**config.mk**
```make
export PLATFORM = sky130hd
export DESIGN_NAME = axi_rw_arbiter_flat
export DESIGN_NICKNAME = d
export VERILOG_FILES = /design/src/rtl/axi_rw_arbiter_pkg.sv /design/src/rtl/axi_rw_arbiter_if.sv /design/src/rtl/arb_pick2.sv /design/src/rtl/axi_rw_arbiter.sv /design/src/flat_wrapper.sv
export SDC_FILE = /design/constraint.sdc
export NUM_CORES = 1
export LEC_CHECK = 0
export CAP_MARGIN = 20
export CORE_AREA = 2 2 211 213
export CTS_CLUSTER_SIZE = 25
export DETAILED_ROUTE_END_ITERATION = 6
export DIE_AREA = 0 0 213 215
export GPL_ROUTABILITY_DRIVEN = 0
export HOLD_SLACK_MARGIN = 0.05
export PLACE_DENSITY_LB_ADDON = 0.15
export SETUP_SLACK_MARGIN = 0.1
export SYNTH_ARGS = -nofsm -noshare
export SYNTH_HDL_FRONTEND = slang
export SYNTH_SLANG_ARGS = --single-unit
```
**constraint.sdc**
```tcl
create_clock -name clk -period 1.7 [get_ports clk]
set_input_delay 0.255 -clock clk [delete_from_list [all_inputs] [get_ports clk]]
set_output_delay 0.255 -clock clk [all_outputs]
set_load 0.05 [all_outputs]
```
**src/rtl/axi_rw_arbiter_pkg.sv**
```systemverilog
// Shared encodings for the IF/MEM arbiter in front of the AXI master rw_* port.
package axi_rw_arbiter_pkg;

    typedef enum logic {
        ARB_IDLE = 1'b0,
        ARB_BUSY = 1'b1
    } arb_state_e;

    localparam logic ARB_ID_IF  = 1'b0;
    localparam logic ARB_ID_MEM = 1'b1;

    localparam logic [2:0] SIZE_B = 3'd0;
    localparam logic [2:0] SIZE_H = 3'd1;
    localparam logic [2:0] SIZE_W = 3'd2;
    localparam logic [2:0] SIZE_D = 3'd3;

endpackage

```
**src/rtl/axi_rw_arbiter_if.sv**
```systemverilog
// Bundle of requester-side and downstream rw_* signals around axi_rw_arbiter.
interface axi_rw_arbiter_if #(
    parameter int RW_DATA_WIDTH = 64,
    parameter int RW_ADDR_WIDTH = 64
);
    import axi_rw_arbiter_pkg::*;

    logic                     if_valid_i;
    logic [RW_ADDR_WIDTH-1:0] if_addr_i;
    logic [2:0]               if_size_i;
    logic                     if_ready_o;
    logic [RW_DATA_WIDTH-1:0] if_rdata_o;
    logic [1:0]               if_resp_o;

    logic                     mem_valid_i;
    logic                     mem_wen_i;
    logic [RW_ADDR_WIDTH-1:0] mem_addr_i;
    logic [2:0]               mem_size_i;
    logic [RW_DATA_WIDTH-1:0] mem_wdata_i;
    logic                     mem_ready_o;
    logic [RW_DATA_WIDTH-1:0] mem_rdata_o;
    logic [1:0]               mem_resp_o;

    logic                     rw_id_o;
    logic                     rw_cen_o;
    logic                     rw_wen_o;
    logic [RW_ADDR_WIDTH-1:0] rw_addr_o;
    logic [2:0]               rw_size_o;
    logic [RW_DATA_WIDTH-1:0] rw_wdata_o;
    logic                     rw_ready_i;
    logic [RW_DATA_WIDTH-1:0] rw_rdata_i;
    logic [1:0]               rw_resp_i;

    modport slave (
        input  if_valid_i, if_addr_i, if_size_i,
        output if_ready_o, if_rdata_o, if_resp_o,
        input  mem_valid_i, mem_wen_i, mem_addr_i, mem_size_i, mem_wdata_i,
        output mem_ready_o, mem_rdata_o, mem_resp_o,
        output rw_id_o, rw_cen_o, rw_wen_o, rw_addr_o, rw_size_o, rw_wdata_o,
        input  rw_ready_i, rw_rdata_i, rw_resp_i
    );

    modport master (
        output if_valid_i, if_addr_i, if_size_i,
        input  if_ready_o, if_rdata_o, if_resp_o,
        output mem_valid_i, mem_wen_i, mem_addr_i, mem_size_i, mem_wdata_i,
        input  mem_ready_o, mem_rdata_o, mem_resp_o,
        input  rw_id_o, rw_cen_o, rw_wen_o, rw_addr_o, rw_size_o, rw_wdata_o,
        output rw_ready_i, rw_rdata_i, rw_resp_i
    );

endinterface

```
**src/rtl/arb_pick2.sv**
```systemverilog
// Combinational two-way picker: req[1] = MEM, req[0] = IF; MEM wins unless rr_en.
module arb_pick2
    import axi_rw_arbiter_pkg::*;
(
    input  logic [1:0] req,
    input  logic       last_grant,
    input  logic       rr_en,
    output logic [1:0] grant,
    output logic       id
);

    always_comb begin
        id    = ARB_ID_IF;
        grant = 2'b00;
        if (req == 2'b11) begin
            // Contention: alternate away from the previous winner when enabled.
            id = rr_en ? ~last_grant : ARB_ID_MEM;
        end else if (req[1]) begin
            id = ARB_ID_MEM;
        end
        if (|req) begin
            grant = (id == ARB_ID_MEM) ? 2'b10 : 2'b01;
        end
    end

endmodule

```
**src/rtl/axi_rw_arbiter.sv**
```systemverilog
// Shares the AXI master rw_* port between IF and MEM requesters.
// Build option: define AXI_ARB_ROUND_ROBIN_EN for round-robin on contention.
//
// state    | meaning
// ARB_IDLE | no owner; grant on any valid request
// ARB_BUSY | request latched, rw_cen_o high until rw_ready_i
module axi_rw_arbiter
    import axi_rw_arbiter_pkg::*;
#(
    parameter int RW_DATA_WIDTH = 64,
    parameter int RW_ADDR_WIDTH = 64
) (
    input  logic               clk,
    input  logic               rst_n,
    axi_rw_arbiter_if.slave    bus
);

    arb_state_e               state_q, state_d;
    logic                     owner_q, owner_d;
    logic                     wen_q, wen_d;
    logic [RW_ADDR_WIDTH-1:0] addr_q, addr_d;
    logic [2:0]               size_q, size_d;
    logic [RW_DATA_WIDTH-1:0] wdata_q, wdata_d;

    logic [1:0] pick_grant;
    logic       pick_id;
    logic       last_grant;
    logic       rr_en;
    logic       busy;

`ifdef AXI_ARB_ROUND_ROBIN_EN
    logic last_grant_q, last_grant_d;

    always_comb begin
        last_grant_d = last_grant_q;
        if (state_q == ARB_IDLE && |pick_grant) begin
            last_grant_d = pick_id;
        end
    end

    always_ff @(posedge clk or negedge rst_n) begin
        if (!rst_n) begin
            last_grant_q <= ARB_ID_IF;
        end else begin
            last_grant_q <= last_grant_d;
        end
    end

    assign last_grant = last_grant_q;
    assign rr_en      = 1'b1;
`else
    assign last_grant = ARB_ID_IF;
    assign rr_en      = 1'b0;
`endif

    arb_pick2 u_pick (
        .req        ({bus.mem_valid_i, bus.if_valid_i}),
        .last_grant (last_grant),
        .rr_en      (rr_en),
        .grant      (pick_grant),
        .id         (pick_id)
    );

    always_comb begin
        state_d = state_q;
        owner_d = owner_q;
        wen_d   = wen_q;
        addr_d  = addr_q;
        size_d  = size_q;
        wdata_d = wdata_q;
        case (state_q)
            ARB_IDLE: begin
                if (|pick_grant) begin
                    state_d = ARB_BUSY;
                    owner_d = pick_id;
                    if (pick_id == ARB_ID_MEM) begin
                        wen_d   = bus.mem_wen_i;
                        addr_d  = bus.mem_addr_i;
                        size_d  = bus.mem_size_i;
                        wdata_d = bus.mem_wdata_i;
                    end else begin
                        wen_d   = 1'b0;
                        addr_d  = bus.if_addr_i;
                        size_d  = bus.if_size_i;
                        wdata_d = '0;
                    end
                end
            end
            ARB_BUSY: begin
                if (bus.rw_ready_i) begin
                    state_d = ARB_IDLE;
                end
            end
            default: state_d = ARB_IDLE;
        endcase
    end

    always_ff @(posedge clk or negedge rst_n) begin
        if (!rst_n) begin
            state_q <= ARB_IDLE;
            owner_q <= ARB_ID_IF;
            wen_q   <= 1'b0;
            addr_q  <= '0;
            size_q  <= '0;
            wdata_q <= '0;
        end else begin
            state_q <= state_d;
            owner_q <= owner_d;
            wen_q   <= wen_d;
            addr_q  <= addr_d;
            size_q  <= size_d;
            wdata_q <= wdata_d;
        end
    end

    assign busy = (state_q == ARB_BUSY);

    assign bus.rw_cen_o   = busy;
    assign bus.rw_id_o    = owner_q;
    assign bus.rw_wen_o   = wen_q;
    assign bus.rw_addr_o  = addr_q;
    assign bus.rw_size_o  = size_q;
    assign bus.rw_wdata_o = wdata_q;

    // Return path is gated by BUSY so a stray rw_ready_i in IDLE reaches nobody.
    assign bus.if_ready_o  = busy & (owner_q == ARB_ID_IF)  & bus.rw_ready_i;
    assign bus.mem_ready_o = busy & (owner_q == ARB_ID_MEM) & bus.rw_ready_i;
    assign bus.if_rdata_o  = (busy && owner_q == ARB_ID_IF)  ? bus.rw_rdata_i : '0;
    assign bus.if_resp_o   = (busy && owner_q == ARB_ID_IF)  ? bus.rw_resp_i  : 2'b00;
    assign bus.mem_rdata_o = (busy && owner_q == ARB_ID_MEM) ? bus.rw_rdata_i : '0;
    assign bus.mem_resp_o  = (busy && owner_q == ARB_ID_MEM) ? bus.rw_resp_i  : 2'b00;

endmodule

```
**src/flat_wrapper.sv**
```systemverilog
// flat-port wrapper written by rule: the top's interface ports become plain ports
module axi_rw_arbiter_flat import axi_rw_arbiter_pkg::*;
#(
    parameter int RW_DATA_WIDTH = 64,
    parameter int RW_ADDR_WIDTH = 64
)
  (clk, rst_n, bus_if_valid_i, bus_if_addr_i, bus_if_size_i, bus_if_ready_o, bus_if_rdata_o, bus_if_resp_o, bus_mem_valid_i, bus_mem_wen_i, bus_mem_addr_i, bus_mem_size_i, bus_mem_wdata_i, bus_mem_ready_o, bus_mem_rdata_o, bus_mem_resp_o, bus_rw_id_o, bus_rw_cen_o, bus_rw_wen_o, bus_rw_addr_o, bus_rw_size_o, bus_rw_wdata_o, bus_rw_ready_i, bus_rw_rdata_i, bus_rw_resp_i);
  axi_rw_arbiter_if #(.RW_DATA_WIDTH(RW_DATA_WIDTH), .RW_ADDR_WIDTH(RW_ADDR_WIDTH)) bus_i ();
  input  logic clk;
  input  logic rst_n;
  input wire logic [$bits(bus_i.if_valid_i)-1:0] bus_if_valid_i;
  input wire logic [$bits(bus_i.if_addr_i)-1:0] bus_if_addr_i;
  input wire logic [$bits(bus_i.if_size_i)-1:0] bus_if_size_i;
  output wire logic [$bits(bus_i.if_ready_o)-1:0] bus_if_ready_o;
  output wire logic [$bits(bus_i.if_rdata_o)-1:0] bus_if_rdata_o;
  output wire logic [$bits(bus_i.if_resp_o)-1:0] bus_if_resp_o;
  input wire logic [$bits(bus_i.mem_valid_i)-1:0] bus_mem_valid_i;
  input wire logic [$bits(bus_i.mem_wen_i)-1:0] bus_mem_wen_i;
  input wire logic [$bits(bus_i.mem_addr_i)-1:0] bus_mem_addr_i;
  input wire logic [$bits(bus_i.mem_size_i)-1:0] bus_mem_size_i;
  input wire logic [$bits(bus_i.mem_wdata_i)-1:0] bus_mem_wdata_i;
  output wire logic [$bits(bus_i.mem_ready_o)-1:0] bus_mem_ready_o;
  output wire logic [$bits(bus_i.mem_rdata_o)-1:0] bus_mem_rdata_o;
  output wire logic [$bits(bus_i.mem_resp_o)-1:0] bus_mem_resp_o;
  output wire logic [$bits(bus_i.rw_id_o)-1:0] bus_rw_id_o;
  output wire logic [$bits(bus_i.rw_cen_o)-1:0] bus_rw_cen_o;
  output wire logic [$bits(bus_i.rw_wen_o)-1:0] bus_rw_wen_o;
  output wire logic [$bits(bus_i.rw_addr_o)-1:0] bus_rw_addr_o;
  output wire logic [$bits(bus_i.rw_size_o)-1:0] bus_rw_size_o;
  output wire logic [$bits(bus_i.rw_wdata_o)-1:0] bus_rw_wdata_o;
  input wire logic [$bits(bus_i.rw_ready_i)-1:0] bus_rw_ready_i;
  input wire logic [$bits(bus_i.rw_rdata_i)-1:0] bus_rw_rdata_i;
  input wire logic [$bits(bus_i.rw_resp_i)-1:0] bus_rw_resp_i;
  assign bus_i.if_valid_i = bus_if_valid_i;
  assign bus_i.if_addr_i = bus_if_addr_i;
  assign bus_i.if_size_i = bus_if_size_i;
  assign bus_if_ready_o = bus_i.if_ready_o;
  assign bus_if_rdata_o = bus_i.if_rdata_o;
  assign bus_if_resp_o = bus_i.if_resp_o;
  assign bus_i.mem_valid_i = bus_mem_valid_i;
  assign bus_i.mem_wen_i = bus_mem_wen_i;
  assign bus_i.mem_addr_i = bus_mem_addr_i;
  assign bus_i.mem_size_i = bus_mem_size_i;
  assign bus_i.mem_wdata_i = bus_mem_wdata_i;
  assign bus_mem_ready_o = bus_i.mem_ready_o;
  assign bus_mem_rdata_o = bus_i.mem_rdata_o;
  assign bus_mem_resp_o = bus_i.mem_resp_o;
  assign bus_rw_id_o = bus_i.rw_id_o;
  assign bus_rw_cen_o = bus_i.rw_cen_o;
  assign bus_rw_wen_o = bus_i.rw_wen_o;
  assign bus_rw_addr_o = bus_i.rw_addr_o;
  assign bus_rw_size_o = bus_i.rw_size_o;
  assign bus_rw_wdata_o = bus_i.rw_wdata_o;
  assign bus_i.rw_ready_i = bus_rw_ready_i;
  assign bus_i.rw_rdata_i = bus_rw_rdata_i;
  assign bus_i.rw_resp_i = bus_rw_resp_i;
  axi_rw_arbiter #(.RW_DATA_WIDTH(RW_DATA_WIDTH), .RW_ADDR_WIDTH(RW_ADDR_WIDTH)) u_core (.clk(clk), .rst_n(rst_n), .bus(bus_i));
endmodule
```
== Word level (Yosys, flattened, before mapping) ==
Index checks and enable logic that the tools add are counted.

* Logic and storage cells: 33
* Register bits after elaboration: 134

* Bitwise operators: 6
* Multiplexer cells: 15
* Reductions and logical operators: 5
* Equal/unequal tests: 1

{| class="wikitable"
|+ Operator list
! operator !! count
|-
| $mux W64 || 4
|-
| $mux W2 || 4
|-
| $mux W1 || 5
|-
| $and A1 B1 Y1 || 4
|-
| $reduce_or A2 Y1 || 2
|-
| $mux W3 || 1
|-
| $eq A2 B2 Y1 const B || 1
|-
| $logic_and A1 B1 Y1 || 2
|-
| $not A1 Y1 || 2
|-
| $pmux W1 S2 || 1
|-
| $reduce_and A2 Y1 || 1
|}

== Longest topological paths before layout ==
* Depth in word-level cells: 7
* Depth in mapped cells: 6

== By module ==
Synthesis repeated with hierarchy kept, for this count alone.

* Cell total of the unflattened synthesis: 660
* Area, all modules: 7225.7 µm²

{| class="wikitable"
|+ Modules (own cells, without submodules)
! module !! instances !! area each (µm²) !! cells each
|-
| axi_rw_arbiter || 1 || 7198.2 || 655
|-
| arb_pick2 || 1 || 27.5 || 5
|}

== Worst setup path before layout ==
Ideal clock, no wire load.

* Path kind: register to output
* Start point: register u_core.state_q, in the netlist u_core.bus.rw_cen_o
* End point: output bus_if_rdata_o[31]
* Cell stages (with the launch flop): 5
* Required time: 1445 ps
* Data arrival time: 1817 ps
* Setup slack: -372 ps
* Buffers on the path: 2
* Path through: dfrtp_1 > and2b_1 > clkbuf_1 > clkbuf_1 > and2_1

* Word-level cells in the longest chain between the ends: 2

{| class="wikitable"
|+ Ends and longest elaborated chain
! item !! RTL line !! text
|-
| start, declared || axi_rw_arbiter.sv:18 || <nowiki>arb_state_e state_q, state_d;</nowiki>
|-
| start signal, assigned || axi_rw_arbiter.sv:107 || <nowiki>state_q <= state_d;</nowiki>
|-
| $logic_and A1 B1 Y1 || axi_rw_arbiter.sv:128 || <nowiki>assign bus.if_rdata_o = (busy && owner_q == ARB_ID_IF) ? bus.rw_rdata_i : '0;</nowiki>
|-
| $mux W64 || axi_rw_arbiter.sv:128 ||
|-
| end, declared || flat_wrapper.sv:15 || <nowiki>output wire logic [$bits(bus_i.if_rdata_o)-1:0] bus_if_rdata_o;</nowiki>
|}

No other way between the ends.

== Final worst setup path ==
* Start point: register u_core.state_q, in the netlist u_core.bus.rw_cen_o
* End point: output bus_if_rdata_o[4]

Same word-level chain as after synthesis.

==> results.py <==
metrics = {
    "global_route": {
        "grt_util_all_layers": 0.1661,
        "grt_pass1_vias": 7594,
        "antenna_found_initial": 15,
        "gr-total-overflow": 0,
        "grt_max_degree": 66,
        "grt_pass1_wl_microns": 54860,
    },
    "timing": {
        "min_period_over_period": 1.183,
        "fmax_ghz": 0.4972,
        "finalSetupViolCount": 135,
        "tightest_slew_ps": 414.6,
        "rsz0062_at_grt": "yes",
        "hold_viol": 0,
        "whs_ps": 293.8,
        "worst_slack_ps": -311.4,
        "slew_violations": 0,
        "relSlewSlack": 0.7236,
        "clock_skew_ps": 8.813,
        "fin_crit_ps": 2011,
        "fin_setup_tns_ps": -24760,
    },
    "die": {
        "initial_core_util": 0.1510,
        "die_w_microns": 213,
        "placementRows": 77,
        "num_io_pins": 538,
        "die_h_microns": 215,
        "placeableCoreArea_sq_mm": 0.04364,
        "dieArea_sq_mm": 0.04580,
    },
    "synth": {
        "synth_seq_cells": 134,
        "synth_cell_type_count": 20,
        "syn_nets": 818,
        "yosys_warnings": 0,
        "syn_area_sq_mm": 0.006589,
        "synthCells": 548,
        "synth.avg_cell_area_sq_um": 12.02,
        "ys_seq_area_frac": 0.5089,
    },
    "clock_network": {
        "insertion_delay_ps": 440,
        "cts_buffer_depth": 2,
        "cts.reportedPaths.clkPinSlew_ps": 60,
        "clock_sinks": 134,
        "cts.root.buffer_cell": "clkbuf_16",
        "h-tree-depth": 4,
        "cts_tree": "done",
        "cts_inserted_buffers": 17,
    },
    "drt": {
        "drt_wl_total_microns": 40310,
        "viasPerCell": 4.214,
        "drt_iter0_drc": 383,
        "ant_nets": 0,
        "wl_per_cell_microns": 23.79,
        "drc": 0,
        "via_count": 7138,
        "firstDrtPassIters": 4,
    },
    "placed_design": {
        "io_buffers": 537,
        "post-place-ws_ps": 70.25,
        "dp_hpwl_microns": 29820,
    },
    "finish": {
        "utilization": 0.3516,
        "mostFrequentLayoutCell": "clkdlybuf4s50_1",
        "layout_common_cells": "266 x clkdlybuf4s50_1, 157 x buf_12, 142 x buf_4",
        "fillers": 4386,
        "syn2layout_area_growth_pct": 132.9,
        "nets": 1352,
        "drive_gt1_frac": 0.5242,
    },
    "critical_path": {
        "max_stage_delay_ps": 510,
        "crit_required_ps": 1440,
        "path_buf_inv": 3,
        "slowest_stage": "dfrtp_4",
        "worstSetupPathType": "reg -> out",
        "r2r_slack_ps": 20,
        "crit_path_end_kind": "primary output",
        "start_kind": "flop",
        "cp_common_cell": "buf_12",
        "r2r_end": "u_core.bus.rw_addr_o[16]$_DFFE_PN0P_",
        "path_cells": "and2b_4 > buf_12 > clkbuf_16 > and2_4 > buf_12",
        "critical_path.max_fanout": 8,
        "reg2reg_from": "u_core.bus.rw_cen_o$_DFF_PN0_",
        "crit_family": "flip-flops",
        "worstRegToRegCells": 4,
        "cp.arrival_ps": 1760,
    },
    "status": {
        "violations": "setup timing",
        "status": "finished, violations left",
    },
    "power": {
        "vdd_drop_max_mv": 0.5586,
        "power_density_mw_per_mm2": 1129,
        "leakage_nw": 6.401,
    },
    "flow_run": {
        "drv_cap": 0,
    },
    "min_path": {
        "hp-class": "in -> async",
    },
}
==> worst register-to-register path, cell delays in order (launching register included) <==
cell     delay (ps)
dfrtp_4         510
buf_6           170
buf_16          170
or4b_4          580
o221a_2         140
==> cell families (layout without fill, tap and decap cells) <==
family | after synthesis | after routing | synth area share
flops | 134 | 134 | 0.5089
other cells | 0 | 7 | 0
compound gates | 136 | 136 | 0.2055
simple gates | 206 | 206 | 0.2341
buf+inv | 72 | 619 | 0.05146
==> Yosys cell counts (all sizes together) <==
cell	count	area [sq um]
and3	67	419.2
o221a	67	754.5
nor2b	1	6.260
nand2b	2	15.02
or4b	67	670.6
buf	26	160.2
nor3	1	5.000
a21o	1	7.510
and2b	1	7.510
o21bai	1	7.510
dfrtp	134	3353
and2	67	419.2
a22o	65	569.3
clkbuf	46	178.9
o21ba	1	10.01
a21oi	1	5.000
==> power breakdown <==
part | leakage, nW | switching (mW) | internal, mW
registers | 1.58 | 0.373 | 3.81
clock network | 0.256 | 1.59 | 1.90
logic | 4.56 | 5.49 | 4.16
total | 6.40 | 7.45 | 9.87
==> how the worst max path moves through the flow <==
stage	from	to	slack, ps	cells after the start
after floorplan	u_core.bus.rw_cen_o$_DFF_PN0_	bus_mem_ready_o	5	3
after global placement	u_core.bus.rw_cen_o$_DFF_PN0_	u_core.bus.rw_addr_o[56]$_DFFE_PN0P_	80	3
after detailed placement	u_core.bus.rw_cen_o$_DFF_PN0_	u_core.bus.rw_addr_o[56]$_DFFE_PN0P_	70	3
after CTS	u_core.bus.rw_id_o$_DFFE_PN0P_	bus_if_rdata_o[10]	-350	4
after global routing	u_core.bus.rw_cen_o$_DFF_PN0_	bus_if_rdata_o[4]	-370	5
final	u_core.bus.rw_cen_o$_DFF_PN0_	bus_if_rdata_o[4]	-310	5
==> metrics by stage <==
| stage | cells | total power, mW | area (sq um) |
|---|---|---|---|
| after floorplan | 548 | 9.211 | 6967 |
| after global placement | 1634 | 13.39 | 14180 |
| after detailed placement | 1634 | 13.37 | 14180 |
| after CTS | 1669 | 17.05 | 14790 |
| after global routing | 1693 | 18.06 | 15340 |
| final | 1694 | 17.32 | 15350 |
==> what timing repair did <==
item / in CTS / in global routing
cloned: 1 / 13
endpoints found under the setup margin: 199 / 196
resized for setup: 7 / 79
endpoints found under the hold margin: 31 / 0
pin swaps: 2 / 16
hold buffers: 1 / 0
setup buffers: 1 / 5
==> per-layer routing <==
layer  wire, microns  share of wire  vias up  global-route usage
li1                -              -     3235                   -
met1           13740           0.34     3522              0.1682
met2           21130           0.52      310              0.2890
met3            4324           0.11       57             0.08461
met4            1025          0.025       14             0.06294
met5              90         0.0022        -                   0
==> sequential cells by signal, summed over array words and instances, names as in the netlist <==
signal	flops
u_core.bus.rw_wdata_o	64
u_core.bus.rw_size_o	3
u_core.bus.rw_addr_o	64
u_core.bus.rw_wen_o	1
u_core.bus.rw_cen_o	1
u_core.bus.rw_id_o	1
==> final cells by class <==
type                       count  area, sq um  area share
clock buffer                  18        429.2     0.02797
antenna                        7        17.52    0.001141
tap                          592        740.7     0.04827
multi-input combinational    342         3425      0.2232
sequential                   134         3358      0.2188
clock inverter                14        116.4    0.007583
timing repair buffer         587         7259      0.4731
No activity file was read; power rests on OpenSTA's default activity.
